`config.mk`:
```
export PLATFORM = sky130hd
export DESIGN_NAME = pipeline_stall_controller
export DESIGN_NICKNAME = d
export VERILOG_FILES = /design/src/rtl/pipeline_stall_controller.sv
export SDC_FILE = /design/constraint.sdc
export NUM_CORES = 1
export LEC_CHECK = 0
export BUFFER_PORTS_ARGS = -buffer_cell sky130_fd_sc_hd__clkbuf_2
export CAP_MARGIN = 30
export CORE_AREA = 4 4 41 43
export CTS_BUF_LIST = sky130_fd_sc_hd__clkbuf_4 sky130_fd_sc_hd__clkbuf_8
export DETAILED_ROUTE_END_ITERATION = 10
export DIE_AREA = 0 0 45 47
export GPL_ROUTABILITY_DRIVEN = 0
export PLACE_DENSITY_LB_ADDON = 0.25
export RECOVER_POWER = 25
export SYNTH_ARGS = -nofsm -noshare
export SYNTH_HDL_FRONTEND = slang
export SYNTH_SLANG_ARGS = --single-unit
```
`constraint.sdc`:
```
create_clock -name clk -period 1.68 [get_ports clk]
set_clock_uncertainty 0.05 [all_clocks]
set_input_delay 0.084 -clock clk [delete_from_list [all_inputs] [get_ports clk]]
set_output_delay 0.084 -clock clk [all_outputs]
set_load 0.05 [all_outputs]
```
`src/rtl/pipeline_stall_controller.sv`:
```
// pipeline_stall_controller
//   Consumer side of the hazard/freeze interface. Takes the combinational
//   load-use freeze request, the EX-stage branch resolution and the external
//   interrupt, and drives the PC enable, IF/ID enable/flush, ID/EX bubble and
//   interrupt-vector select. Multi-cycle stalls, flushes and interrupt entry
//   are sequenced by a small FSM with a 3-bit down counter.
//
// Parameters
//   STALL_CYCLES  bubbles inserted per load-use hazard (1..7)
//   FLUSH_CYCLES  cycles IF/ID + ID/EX are flushed after a taken branch (1..7)
//   INT_CYCLES    interrupt entry length in cycles (2..7)
//
// Ports
//   clk           clock, rising edge
//   rst           asynchronous reset, active-high
//   hazard_req    load-use freeze request (same cycle)
//   branch_taken  taken branch/jump resolved in EX this cycle
//   int_req       external interrupt level, rising edge = new request
//   pc_en         PC register load enable
//   ifid_en       IF/ID register load enable
//   ifid_flush    IF/ID register clear
//   idex_bubble   ID/EX register loads NOP control word
//   int_ack       one-cycle pulse on the first INT cycle
//   int_vec_sel   PC mux selects interrupt vector (last INT cycle)
//   stall_count   cycles with pc_en low (optional counter)
//
// Build option
//   STALL_PERF_CNT_EN  when defined, stall_count is a saturating 16-bit count of
//                      cycles with pc_en low, cleared only by rst. Otherwise it
//                      is tied to zero and no counter flops exist.
//
// state | meaning
// RUN   | normal flow; branch/hazard/interrupt decisions are made here
// STALL | load-use freeze continues; PC and IF/ID hold, ID/EX bubbles
// FLUSH | post-branch flush continues; IF/ID and ID/EX cleared
// INT   | interrupt entry; first cycle acks, last cycle loads the vector

module pipeline_stall_controller #(
   parameter int STALL_CYCLES = 1,
   parameter int FLUSH_CYCLES = 1,
   parameter int INT_CYCLES   = 2
) (
   input  logic        clk,
   input  logic        rst,
   input  logic        hazard_req,
   input  logic        branch_taken,
   input  logic        int_req,
   output logic        pc_en,
   output logic        ifid_en,
   output logic        ifid_flush,
   output logic        idex_bubble,
   output logic        int_ack,
   output logic        int_vec_sel,
   output logic [15:0] stall_count
);

   typedef enum logic [1:0] {
      S_RUN   = 2'd0,
      S_STALL = 2'd1,
      S_FLUSH = 2'd2,
      S_INT   = 2'd3
   } state_t;

   localparam logic [2:0] STALL_LOAD = 3'(STALL_CYCLES - 1);
   localparam logic [2:0] FLUSH_LOAD = 3'(FLUSH_CYCLES - 1);
   localparam logic [2:0] INT_LOAD   = 3'(INT_CYCLES - 1);

   state_t     state;
   state_t     state_nxt;
   logic [2:0] cnt;
   logic [2:0] cnt_nxt;
   logic       int_pending;
   logic       int_req_q;
   logic       int_rise;
   logic       int_enter;

   assign int_rise = int_req & ~int_req_q;

   always_ff @(posedge clk or posedge rst) begin
      if (rst) begin
         state       <= S_RUN;
         cnt         <= 3'd0;
         int_pending <= 1'b0;
         int_req_q   <= 1'b0;
      end else begin
         state       <= state_nxt;
         cnt         <= cnt_nxt;
         int_req_q   <= int_req;
         // an edge arriving in the same cycle as entry stays pending for a
         // later entry instead of being swallowed by the clear
         int_pending <= (int_pending & ~int_enter) | int_rise;
      end
   end

   always_comb begin
      state_nxt   = state;
      cnt_nxt     = cnt;
      int_enter   = 1'b0;
      pc_en       = 1'b0;
      ifid_en     = 1'b0;
      ifid_flush  = 1'b0;
      idex_bubble = 1'b0;
      int_ack     = 1'b0;
      int_vec_sel = 1'b0;

      if (rst) begin
         ifid_flush  = 1'b1;
         idex_bubble = 1'b1;
      end else begin
         unique case (state)
            S_RUN: begin
               pc_en   = 1'b1;
               ifid_en = 1'b1;
               if (branch_taken) begin
                  ifid_flush  = 1'b1;
                  idex_bubble = 1'b1;
                  if (FLUSH_CYCLES > 1) begin
                     state_nxt = S_FLUSH;
                     cnt_nxt   = FLUSH_LOAD;
                  end
               end else if (hazard_req) begin
                  pc_en       = 1'b0;
                  ifid_en     = 1'b0;
                  idex_bubble = 1'b1;
                  if (STALL_CYCLES > 1) begin
                     state_nxt = S_STALL;
                     cnt_nxt   = STALL_LOAD;
                  end
               end else if (int_pending) begin
                  state_nxt = S_INT;
                  cnt_nxt   = INT_LOAD;
                  int_enter = 1'b1;
               end
            end

            S_STALL: begin
               if (branch_taken) begin
                  pc_en       = 1'b1;
                  ifid_en     = 1'b1;
                  ifid_flush  = 1'b1;
                  idex_bubble = 1'b1;
                  if (FLUSH_CYCLES > 1) begin
                     state_nxt = S_FLUSH;
                     cnt_nxt   = FLUSH_LOAD;
                  end else begin
                     state_nxt = S_RUN;
                     cnt_nxt   = 3'd0;
                  end
               end else begin
                  idex_bubble = 1'b1;
                  cnt_nxt     = cnt - 3'd1;
                  if (cnt == 3'd1) state_nxt = S_RUN;
               end
            end

            S_FLUSH: begin
               pc_en       = 1'b1;
               ifid_en     = 1'b1;
               ifid_flush  = 1'b1;
               idex_bubble = 1'b1;
               if (branch_taken) begin
                  cnt_nxt = FLUSH_LOAD;
                  if (FLUSH_CYCLES <= 1) state_nxt = S_RUN;
               end else begin
                  cnt_nxt = cnt - 3'd1;
                  if (cnt == 3'd1) state_nxt = S_RUN;
               end
            end

            S_INT: begin
               // INT occupies INT_CYCLES cycles: cnt runs INT_LOAD..0, so the
               // first cycle is cnt==INT_LOAD and the vector cycle is cnt==0
               ifid_flush  = 1'b1;
               idex_bubble = 1'b1;
               int_ack     = (cnt == INT_LOAD);
               if (cnt == 3'd0) begin
                  pc_en       = 1'b1;
                  int_vec_sel = 1'b1;
                  state_nxt   = S_RUN;
               end else begin
                  cnt_nxt = cnt - 3'd1;
               end
            end

            default: begin
               state_nxt = S_RUN;
               cnt_nxt   = 3'd0;
            end
         endcase
      end
   end

`ifdef STALL_PERF_CNT_EN
   logic [15:0] perf_cnt;

   always_ff @(posedge clk or posedge rst) begin
      if (rst) begin
         perf_cnt <= 16'h0000;
      end else if (!pc_en && (perf_cnt != 16'hFFFF)) begin
         perf_cnt <= perf_cnt + 16'h0001;
      end
   end

   assign stall_count = perf_cnt;
`else
   assign stall_count = 16'h0000;
`endif

endmodule
```
==> results.json, run 1 <==
{
  "status": "finished, final reports clean",
  "cp_max_fo": 3,
  "fill_cells": 136,
  "hp-class": "in2reg",
  "min_to": "int_pending",
  "r2r_slack_ps": 200,
  "antenna_found_initial": 0,
  "start_util": 0.363,
  "synth_area_leaders": "dfrtp_1 32%, buf_4 25%, ha_1 7.9%",
  "place_ws_ps": 96.1,
  "numPortBuffers": 10,
  "fin_util": 0.460,
  "antenna_cells": 0,
  "vdd_drop_max_uv": 644,
  "tns_ps": 0,
  "max_cap_violations": 0,
  "clkPwrFrac": 0.130,
  "syn-instance-count": 53,
  "yosys_warnings": 0,
  "required_ps": 1550,
  "antenna_left": 0,
  "dp_hpwl_um": 588,
  "placed_area_um2": 495,
  "hold_viol_final": 0,
  "ys.flop_type": "dfrtp_1",
  "synth_cell_types": 20,
  "pwr-share-seq": 0.254,
  "netlist_area_um2": 473,
  "cts_root_buf": "clkbuf_4",
  "synth-seq-cells": 6,
  "fin_crit_ps": 1620,
  "synth_xor_area_frac": 0,
  "area_delta_synth_final_pct": 26.5,
  "end_kind": "output pin",
  "arrival_ps": 1490,
  "firstDrtPassIters": 1,
  "critical_path_depth": 7,
  "cts_tree": "built",
  "swShare": 0.460,
  "die_w_um": 45,
  "clock-sinks": 6,
  "synth_top_area_frac": 0.317,
  "ios": 27,
  "grt_pass1_vias": 291,
  "grt_util_all_layers": 0.0757,
  "p_switching_uw": 444,
  "clk_pin_slew_ps": 40,
  "power_density_mw_per_mm2": 1610,
  "cp_cell_sequence": "inv_2, ha_4, ha_4, nand3b_1, inv_2, or2_4, clkbuf_16",
  "clk-insertion-delay-late_ps": 240,
  "combPwrFrac": 0.616,
  "slew_viol_final": 0,
  "vias_per_cell": 3.91,
  "r2r_end": "cnt[1]",
  "die_area_mm2": 0.00212,
  "criticalPathCategory": "reg2out",
  "finalSetupViolCount": 0,
  "htree_levels": 1,
  "grt_pass1_wl_um": 1110,
  "synth-compound-area-share": 0.0979,
  "p_int_uw": 522,
  "wire_per_inst_um": 7.93,
  "synth-simple-area-share": 0.167,
  "r2r_start": "cnt[1]",
  "cp_slowest_stage_delay_ps": 350,
  "yosysMostFrequentCell": "buf_4",
  "synthAdderAreaFrac": 0.0794,
  "die_h_um": 47,
  "grt.overflow.total": 0,
  "synthTopCellsByCount": "16 x buf_4, 7 x inv_1, 6 x dfrtp_1",
  "drive_gt1_frac": 0.371,
  "cp_slowest_cell": "dfrtp_1",
  "syn_area_per_cell_um2": 8.92,
  "yosysTopAreaCell": "dfrtp_1",
  "period_share": 0.967,
  "ys_async_sr_fraction": 1.00,
  "startpoint_type": "flip-flop",
  "multi_input_area_um2": 270,
  "finalWirelength_um": 674,
  "fmaxAchievable_ghz": 0.616,
  "drt_iter0_drc": 0,
  "layout.nets": 80,
  "finalInstanceArea_um2": 598,
  "seq_area_um2": 150,
  "rows": 13,
  "numCtsBuffers": 3,
  "synth-edff-count": 0,
  "grt_max_degree": 9,
  "hold_path_depth": 4,
  "ys_seq_area_frac": 0.317,
  "coreArea_mm2": 0.00130,
  "clockBufferDepth": 2,
  "rsz0062_at_grt": "yes",
  "drc": 0,
  "path_buf_inv": 3,
  "critPathTopFamily": "flip-flops",
  "reg2reg_depth": 7,
  "p_leak_nw": 0.318,
  "synthMuxAreaShare": 0.0212,
  "synth_top_family_by_area": "buffers and inverters",
  "fin_ws_ps": 56.2,
  "vias": 332,
  "hp-start": "hazard_req"
}
==> power by group through the flow <==
| stage | combinational [mW] | sequential (mW) | clock, mW |
|---|---|---|---|
| 4_1_cts | 0.543 | 0.244 | 0.134 |
| 5_1_grt | 0.658 | 0.256 | 0.144 |
| 6_report | 0.595 | 0.245 | 0.126 |
| 3_3_place_gp | 0.470 | 0.243 | 0 |
| 2_1_floorplan | 0.415 | 0.235 | 0 |
| 3_5_place_dp | 0.469 | 0.245 | 0 |
==> through the flow <==
step | hold slack, ps | power [mW] | std cells
6_report | 154 | 0.966 | 85
5_1_grt | 176 | 1.06 | 85
2_1_floorplan | -167 | 0.650 | 68
4_1_cts | 149 | 0.920 | 84
3_3_place_gp | 29.0 | 0.713 | 78
3_5_place_dp | 22.5 | 0.714 | 78
==> cell usage in the layout, fill, tap and decap left out, types with 2 or more instances in the layout <==
cell type,count
conb_1,16
dfrtp_1,6
clkbuf_2,5
inv_1,4
inv_2,3
clkbuf_4,3
buf_4,3
nor2_1,2
a21oi_1,2
nor3_1,2
a21o_1,2
ha_4,2
dlygate4sd3_1,2
clkbuf_1,2
buf_2,2
==> worst max path at each step <==
stage	from	endpoint	slack, ps
4_1_cts	cnt[0]	pc_en	10
5_1_grt	cnt[0]	pc_en	-20
3_5_place_dp	cnt[0]	pc_en	100
3_3_place_gp	cnt[0]	pc_en	110
2_1_floorplan	state[0]	pc_en	-30
6_report	cnt[1]	pc_en	60
==> cell families after synthesis <==
family / after synthesis
flops: 6
compound gates: 7
buf+inv: 23
simple gates: 12
fa+ha+maj: 3
mux: 1
other cells: 1
==> metal layers <==
| metal | up-vias | wire length, um | track usage |
|---|---|---|---|
| met5 | - | 0 | 0 |
| met4 | 0 | 17 | 0.0702 |
| met1 | 143 | 264 | 0.0793 |
| met2 | 13 | 336 | 0.119 |
| met3 | 2 | 55 | 0.0268 |
| li1 | 174 | - | - |
==> registers in the layout, indices dropped and copies added, names as in the netlist <==
register / flops
cnt: 3
int_req_q: 1
int_pending: 1
state: 1
==> worst reg2reg max path, cell delays in order (launching register included) <==
cell	delay (ps)
dfrtp_1	350
inv_2	60
ha_4	160
ha_4	150
buf_4	130
a21oi_1	120
o21ai_0	140
a21o_1	210
==> repair_timing <==
action	CTS	global route
endpoints found under the hold margin	7	0
gates resized for setup	8	5
hold buffers	2	0
setup buffers	1	1
pin swaps	2	1
endpoints found under the setup margin	1	4
==> cell type report <==
class / count / area share
timing repair buffer: 15 / 0.184
inverter: 7 / 0.0439
tap: 15 / 0.0314
clock buffer: 3 / 0.0377
multi-input combinational: 39 / 0.452
sequential: 6 / 0.251
Power figures use the tool's default switching activity.
==> inputs of run 2 (changes only) <==
--- a/config.mk
+++ b/config.mk
@@ -8,7 +8,7 @@
 export BUFFER_PORTS_ARGS = -buffer_cell sky130_fd_sc_hd__clkbuf_2
 export CAP_MARGIN = 30
 export CORE_AREA = 4 4 41 43
-export CTS_BUF_LIST = sky130_fd_sc_hd__clkbuf_4 sky130_fd_sc_hd__clkbuf_8
+export CTS_BUF_LIST = sky130_fd_sc_hd__clkbuf_8
 export DETAILED_ROUTE_END_ITERATION = 10
 export DIE_AREA = 0 0 45 47
 export GPL_ROUTABILITY_DRIVEN = 0
@@ -17,3 +17,4 @@
 export SYNTH_ARGS = -nofsm -noshare
 export SYNTH_HDL_FRONTEND = slang
 export SYNTH_SLANG_ARGS = --single-unit
+export TNS_END_PERCENT = 100
==> run 2 against run 1 <==
Critical path depth did not move; clock power rose by 63%; die area unchanged; sequential power barely moved.
==> results.json, run 2 (synthesized netlist as in run 1, its figures left out) <==
{
  "status": "finished, final reports clean",
  "layout.nets": 80,
  "fill_cells": 134,
  "period_share": 0.960,
  "p_leak_nw": 0.327,
  "cp_max_fo": 3,
  "r2r_end": "cnt[1]",
  "start_util": 0.363,
  "finalSetupViolCount": 0,
  "hp-start": "hazard_req",
  "cp_slowest_cell": "dfrtp_1",
  "antenna_cells": 0,
  "hold_viol_final": 0,
  "drc": 0,
  "end_kind": "output pin",
  "clock-sinks": 6,
  "reg2reg_depth": 7,
  "clk_pin_slew_ps": 30,
  "slew_viol_final": 0,
  "r2r_start": "cnt[1]",
  "grt_util_all_layers": 0.0741,
  "power_density_mw_per_mm2": 1690,
  "fin_crit_ps": 1610,
  "rows": 13,
  "grt_max_degree": 9,
  "grt_pass1_wl_um": 1110,
  "min_to": "int_pending",
  "die_area_mm2": 0.00212,
  "cp_cell_sequence": "inv_2, ha_4, ha_4, nand3b_1, inv_2, or2_4, clkbuf_16",
  "hp-class": "in2reg",
  "grt_pass1_vias": 284,
  "max_cap_violations": 0,
  "htree_levels": 1,
  "numPortBuffers": 10,
  "drive_gt1_frac": 0.371,
  "finalNonFillerCells": 85,
  "grt.overflow.total": 0,
  "wire_per_inst_um": 7.91,
  "criticalPathCategory": "reg2out",
  "power_mw": 1.04,
  "fmaxAchievable_ghz": 0.620,
  "final_common_cell": "conb_1",
  "final_cell_mix": "16 x conb_1, 7 x clkbuf_2, 6 x dfrtp_1",
  "die_w_um": 45,
  "post-place-cells": 78,
  "path_buf_inv": 3,
  "arrival_ps": 1480,
  "coreArea_mm2": 0.00130,
  "vdd_drop_max_uv": 782,
  "clockBufferDepth": 2,
  "required_ps": 1550,
  "cp_slowest_stage_delay_ps": 350,
  "die_h_um": 47,
  "finalWirelength_um": 672,
  "drt_iter0_drc": 0,
  "ios": 27,
  "firstDrtPassIters": 1,
  "r2r_slack_ps": 210,
  "clk-insertion-delay-late_ps": 220,
  "dp_hpwl_um": 588,
  "fin_util": 0.474,
  "antenna_found_initial": 0,
  "critical_path_depth": 7,
  "largest_register_ff_count": 3,
  "area_delta_synth_final_pct": 30.4,
  "cts_tree": "built",
  "hold_path_depth": 4,
  "startpoint_type": "flip-flop",
  "vias": 333,
  "antenna_left": 0,
  "vias_per_cell": 3.92,
  "numCtsBuffers": 3,
  "cts_root_buf": "clkbuf_8",
  "critPathTopFamily": "flip-flops",
  "regMostFlops": "cnt"
}
## run 2: final cells by class
class                      instances  area [um^2]  area share
sequential                         6          150       0.243
multi-input combinational         39          270       0.438
tap                               15         18.8      0.0304
inverter                           7         26.3      0.0426
clock buffer                       3         41.3      0.0669
timing repair buffer              15          110       0.178
## run 2: layer usage
layer  track usage  share of wire
met5             0              0
met4        0.0702          0.025
met3        0.0153          0.082
met2         0.119           0.50
met1        0.0816           0.39
## run 2: worst min-delay path: stages
cell	delay, ps
clkbuf_2	110
or4_4	120
nand2_2	50
o21ai_2	40
## run 2: stage by stage
step	hold slack, ps	TNS (ps)	area (um^2)	setup WS, ps
global placement	29.0	0	495	106
global route	208	-8.42	617	-8.42
detailed placement	22.5	0	495	96.1
CTS	175	0	589	2.63
finish	177	0	617	67.6
floorplan	-167	-32.2	539	-32.2
## run 2: repair_timing
action / CTS / global route
setup buffers: 1 / 1
resized for setup: 6 / 5
endpoints found under the setup margin: 1 / 1
hold endpoints to repair: 7 / 0
hold buffers: 2 / 0
## run 2: worst max path at each step
stage / from / endpoint / slack [ps]
2_1_floorplan: state[0] / pc_en / -30
3_3_place_gp: cnt[0] / pc_en / 110
3_5_place_dp: cnt[0] / pc_en / 100
4_1_cts: cnt[0] / pc_en / 3
5_1_grt: cnt[0] / pc_en / -8
6_report: cnt[1] / pc_en / 70
## run 2: power by group
group	total, mW	switching (mW)	internal, mW	leakage, nW
clock	0.206	0.0525	0.153	0.0216
combinational	0.593	0.349	0.243	0.235
sequential	0.245	0.0488	0.197	0.0696
total	1.04	0.451	0.593	0.327
